$ cat src/rtl/bloco_controle.sv
// Control FSM for blocoOperativo: sequences LX/LH/LS, M0/M1/M2 and H so the datapath evaluates one of four expressions.
// Optional macro CTRL_ACCUM_EN: op11 becomes the single-step accumulate S = S + A.
module bloco_controle #(
    parameter int unsigned DONE_HOLD = 1
) (
    input  logic       clk,
    input  logic       rst,
    input  logic       start,
    input  logic [1:0] op,
    output logic       busy,
    output logic       done,
    output logic       LX,
    output logic       LH,
    output logic       LS,
    output logic [1:0] M0,
    output logic [1:0] M1,
    output logic [1:0] M2,
    output logic       H
);

    localparam int unsigned HW = (DONE_HOLD > 1) ? $clog2(DONE_HOLD) : 1;

    typedef enum logic [1:0] {
        ST_IDLE,
        ST_RUN,
        ST_DONE
    } state_t;

    state_t          state_q, state_d;
    logic [1:0]      step_q, step_d;
    logic [1:0]      op_q, op_d;
    logic [HW-1:0]   hold_q, hold_d;
    logic [1:0]      last_step;
    logic [9:0]      word;

    always_comb begin
        last_step = 2'd3;
        unique case (op_q)
            2'b00, 2'b01: last_step = 2'd3;
            2'b10:        last_step = 2'd2;
`ifdef CTRL_ACCUM_EN
            2'b11:        last_step = 2'd0;
`else
            2'b11:        last_step = 2'd1;
`endif
            default:      last_step = 2'd3;
        endcase
    end

    always_comb begin
        state_d = state_q;
        step_d  = step_q;
        op_d    = op_q;
        hold_d  = hold_q;
        unique case (state_q)
            ST_IDLE: begin
                if (start) begin
                    op_d    = op;
                    step_d  = '0;
                    state_d = ST_RUN;
                end
            end
            ST_RUN: begin
                if (step_q == last_step) begin
                    step_d  = '0;
                    hold_d  = '0;
                    state_d = ST_DONE;
                end else begin
                    step_d = step_q + 2'd1;
                end
            end
            ST_DONE: begin
                if (hold_q == HW'(DONE_HOLD - 1)) begin
                    state_d = ST_IDLE;
                end else begin
                    hold_d = hold_q + 1'b1;
                end
            end
            default: state_d = ST_IDLE;
        endcase
    end

    always_ff @(posedge clk) begin
        if (rst) begin
            state_q <= ST_IDLE;
            step_q  <= '0;
            op_q    <= '0;
            hold_q  <= '0;
        end else begin
            state_q <= state_d;
            step_q  <= step_d;
            op_q    <= op_d;
            hold_q  <= hold_d;
        end
    end

    // Control word layout: M0 M1 M2 H LX LH LS; all-zero is the idle word.
    always_comb begin
        word = '0;
        if (state_q == ST_RUN) begin
            unique case ({op_q, step_q})
                4'b00_00, 4'b01_00: word = 10'b01_00_01_1_0_1_0;
                4'b00_01, 4'b01_01: word = 10'b01_00_11_0_0_1_0;
                4'b00_10, 4'b01_10: word = 10'b10_00_11_0_0_1_0;
                4'b00_11:           word = 10'b11_00_11_0_0_0_1;
                4'b01_11:           word = 10'b11_00_11_1_0_0_1;
                4'b10_00:           word = 10'b00_00_00_0_1_0_0;
                4'b10_01:           word = 10'b01_01_01_1_0_1_0;
                4'b10_10:           word = 10'b10_00_11_0_0_0_1;
`ifdef CTRL_ACCUM_EN
                4'b11_00:           word = 10'b01_00_10_0_0_0_1;
`else
                4'b11_00:           word = 10'b00_00_00_0_1_0_0;
                4'b11_01:           word = 10'b11_01_01_1_0_0_1;
`endif
                default:            word = '0;
            endcase
        end
    end

    assign {M0, M1, M2, H, LX, LH, LS} = word;
    assign busy = (state_q != ST_IDLE);
    assign done = (state_q == ST_DONE);

endmodule

$ cat config.mk
export PLATFORM = sky130hd
export DESIGN_NAME = bloco_controle
export DESIGN_NICKNAME = d
export VERILOG_FILES = /design/src/rtl/bloco_controle.sv
export SDC_FILE = /design/constraint.sdc
export NUM_CORES = 1
export LEC_CHECK = 0
export CAP_MARGIN = 20
export CORE_AREA = 2 2 39 41
export CTS_CLUSTER_DIAMETER = 80
export DETAILED_ROUTE_END_ITERATION = 16
export DIE_AREA = 0 0 41 43
export GPL_TIMING_DRIVEN = 0
export MAX_ROUTING_LAYER = met4
export PLACE_DENSITY_LB_ADDON = 0.25
export SETUP_SLACK_MARGIN = 0.5
export SYNTH_ARGS = -nofsm -noshare
export SYNTH_HDL_FRONTEND = slang
export SYNTH_SLANG_ARGS = --single-unit
$ cat constraint.sdc
create_clock -name clk -period 2.1 [get_ports clk]
set_clock_uncertainty 0.15 [all_clocks]
set_input_delay 0.315 -clock clk [delete_from_list [all_inputs] [get_ports clk]]
set_output_delay 0.315 -clock clk [all_outputs]
set_load 0.005 [all_outputs]
==> flow_metrics.env <==
export IMPL_cts_root_to_sink_buffers=2
export IMPL_drive_above_1_share=0.587
export IMPL_netSwitchingFraction=0.311
export IMPL_async_reset_ff_frac=0
export IMPL_placeableCoreArea_mm2=0.00138
export IMPL_fp_dieArea_mm2=0.00176
export IMPL_via_count=621
export IMPL_post_route_drc_violation_count=0
export IMPL_tns_ns=0
export IMPL_regToRegSetupSlack_ns=0.60
export IMPL_synth_lib_cells_used_distinct=29
export IMPL_holdWs_ns=0.439
export IMPL_critPathCaptureType="primary output"
export IMPL_final_setup_viol_count=0
export IMPL_wl_per_cell_um=13.1
export IMPL_cts_tree="built"
export IMPL_cts_htree_levels=1
export IMPL_power_net_switching_uw=138
export IMPL_grt_start_max_net_pins=10
export IMPL_first_global_vias=560
export IMPL_number_of_drc_violations_after_detailed_routing_iteration_0=16
export IMPL_flow_area_growth_from_synthesis_pct=85.7
export IMPL_part_of_the_total_power_dissipated_in_combinational_logic=0.464
export IMPL_grt_util_all_layers=0.204
export IMPL_final_net_count=118
export IMPL_power_share_sequential=0.308
export IMPL_non_filler_cell_area_final_mm2=0.00101
export IMPL_numClockSinks=6
export IMPL_io_pins=17
export IMPL_r2r_end="op_q[1]"
export IMPL_place_gp_congestion=0.784
export IMPL_internal_power_consumption_uw=306
export IMPL_period_share=0.885
export IMPL_synth_seq_cells=6
export IMPL_ys_warn_count=0
export IMPL_start_point_of_the_worst_hold_path="op_q[0]"
export IMPL_synth_top_flop_cell="dfxtp_1"
export IMPL_r2r_start="state_q[1]"
export IMPL_syn_area_um2=543
export IMPL_insertedDiodeCount=0
export IMPL_synth_seq_area_share=0.221
export IMPL_hold_path_class="reg -> reg"
export IMPL_average_footprint_of_a_synthesized_cell_um2=8.10
export IMPL_worst_ep_arrival_time_ns=1.39
export IMPL_utilization=0.729
export IMPL_r2r_cells=5
export IMPL_cts_root_buf="clkbuf_4"
export IMPL_clk_latency_ns=0.24
export IMPL_number_of_clock_buffers_inserted_by_tritoncts=3
export IMPL_clock_power_share=0.228
export IMPL_overflow=0
export IMPL_grt_antenna_before_repair=0
export IMPL_leakagePower_nw=0.454
export IMPL_timing_hold_worst_path_depth=2
export IMPL_detail_route_first_pass_iterations=4
export IMPL_clk_transition_reported_paths_ns=0.04
export IMPL_setup_repair_after_global_routing_missed_its_margin="yes"
export IMPL_run_status="finished, final reports clean"
export IMPL_timing_hold_violations_final=0
export IMPL_p_per_area_mw_per_mm2=441
export IMPL_worstPathMaxFanout=4
export IMPL_vdd_ir_drop_max_v=0.000353
export IMPL_post_dp_hpwl_um=838
export IMPL_cap_violations=0
export IMPL_number_of_instances_in_the_synthesized_netlist=67
export IMPL_initial_core_util=0.392
export IMPL_period_needed_ns=1.86
export IMPL_grt_first_pass_wirelength_um=2460
export IMPL_postCtsHoldBufs=0
export IMPL_final_routed_wirelength_across_all_metal_layers_um=1570
export IMPL_die_height_um=43
export IMPL_buffer_ports_inserted=15
export IMPL_fmax_mhz=538
export IMPL_placed_cell_area_um2=716
export IMPL_drtAntennaViolNets=0
export IMPL_route_detailed_vias_per_inst=5.18
export IMPL_synth_enable_flop_cells=0
export IMPL_chipWidth_um=41
export IMPL_holdPathEnd="op_q[0]"
export IMPL_startpoint_type="register"
export IMPL_worst_endpoint_required_ns=1.63
export IMPL_syn_nets=79
export IMPL_path_class="reg -> out"
export IMPL_report_final_slew_viol_count=0
export IMPL_row_count=14
[critical path: stages (launching register included)]
cell     delay [ns]
dfxtp_4        0.40
inv_6          0.05
ha_4           0.28
buf_4          0.10
nand2_1        0.06
a21oi_2        0.13
buf_2          0.12
[power groups by stage]
stage	combinational [mW]	sequential, mW	clock [mW]
after floorplan	0.0779	0.135	0
after global placement	0.129	0.138	0
after detailed placement	0.130	0.138	0
after CTS	0.166	0.135	0.107
after global routing	0.223	0.139	0.114
final	0.206	0.137	0.101
[metrics by stage]
stage | cells | setup slack (ns) | power, mW
CTS | 114 | 0.242 | 0.408
detailed placement | 98 | -0.0731 | 0.269
floorplan | 67 | 0.518 | 0.213
finish | 120 | 0.242 | 0.445
global placement | 98 | -0.0550 | 0.267
global route | 120 | 0.160 | 0.475
[worst max-delay path by stage]
| stage | slack (ns) | cells past startpoint | start | end |
|---|---|---|---|---|
| floorplan | 0.52 | 5 | step_q[1] | LS |
| global placement | -0.06 | 6 | step_q[1] | M0[1] |
| CTS | 0.24 | 7 | step_q[1] | LS |
| global route | 0.16 | 6 | step_q[0] | H |
| detailed placement | -0.07 | 6 | step_q[1] | LS |
| finish | 0.24 | 6 | step_q[0] | M2[0] |
[cell families after synthesis]
family	share of synthesized area
AOI/OAI and AO/OA	0.205
adders and majority gates	0.161
buffers and inverters	0.0760
DFF	0.221
muxes	0.0369
other	0.00691
and+or+nand+nor	0.293
[layer usage]
metal,up-vias,global-route usage,part of all wire
li1,311,-,-
met1,292,0.265,0.44
met2,18,0.316,0.51
met3,0,0.0314,0.044
met4,0,0.0600,0
met5,-,-,0
[timing repair]
| item | in CTS | in global routing |
|---|---|---|
| setup buffers | 13 | 6 |
| resized for setup | 64 | 16 |
| endpoints found under the setup margin | 11 | 9 |
| pin swaps | 9 | 7 |
[layout by cell type, fill, tap and decap left out, types with 3 or more instances in the layout]
cell type,Yosys,layout
buf_2,0,6
a31oi_1,3,3
clkdlybuf4s50_1,0,4
nand2_1,3,3
a21oi_2,0,3
buf_4,2,16
ha_4,0,4
clkbuf_4,0,3
nor2_1,10,8
dfxtp_4,0,3
buf_6,1,8
[synth_stat cells, types with 3 or more instances]
master	n	area, um^2
a21oi_1	4	20.0
a31oi_1	3	18.8
dfxtp_1	6	120
ha_1	7	87.6
inv_1	3	11.3
nand2_1	3	11.3
nor2_1	10	37.5
[final cells by class]
type                    count  area (um^2)
inverters                   3         18.8
well taps                  16         20.0
plain buffers               4         43.8
clock buffers               3         22.5
flip-flops and latches      6          134
fillers                   107          375
repair buffers             34          280
multi-input cells          54          489
[sequential cells by signal (all words and copies together), names as in the netlist]
| signal | cells |
|---|---|
| op_q | 2 |
| step_q | 2 |
| state_q | 2 |
Note: power is estimated with default switching activity, not from simulation.
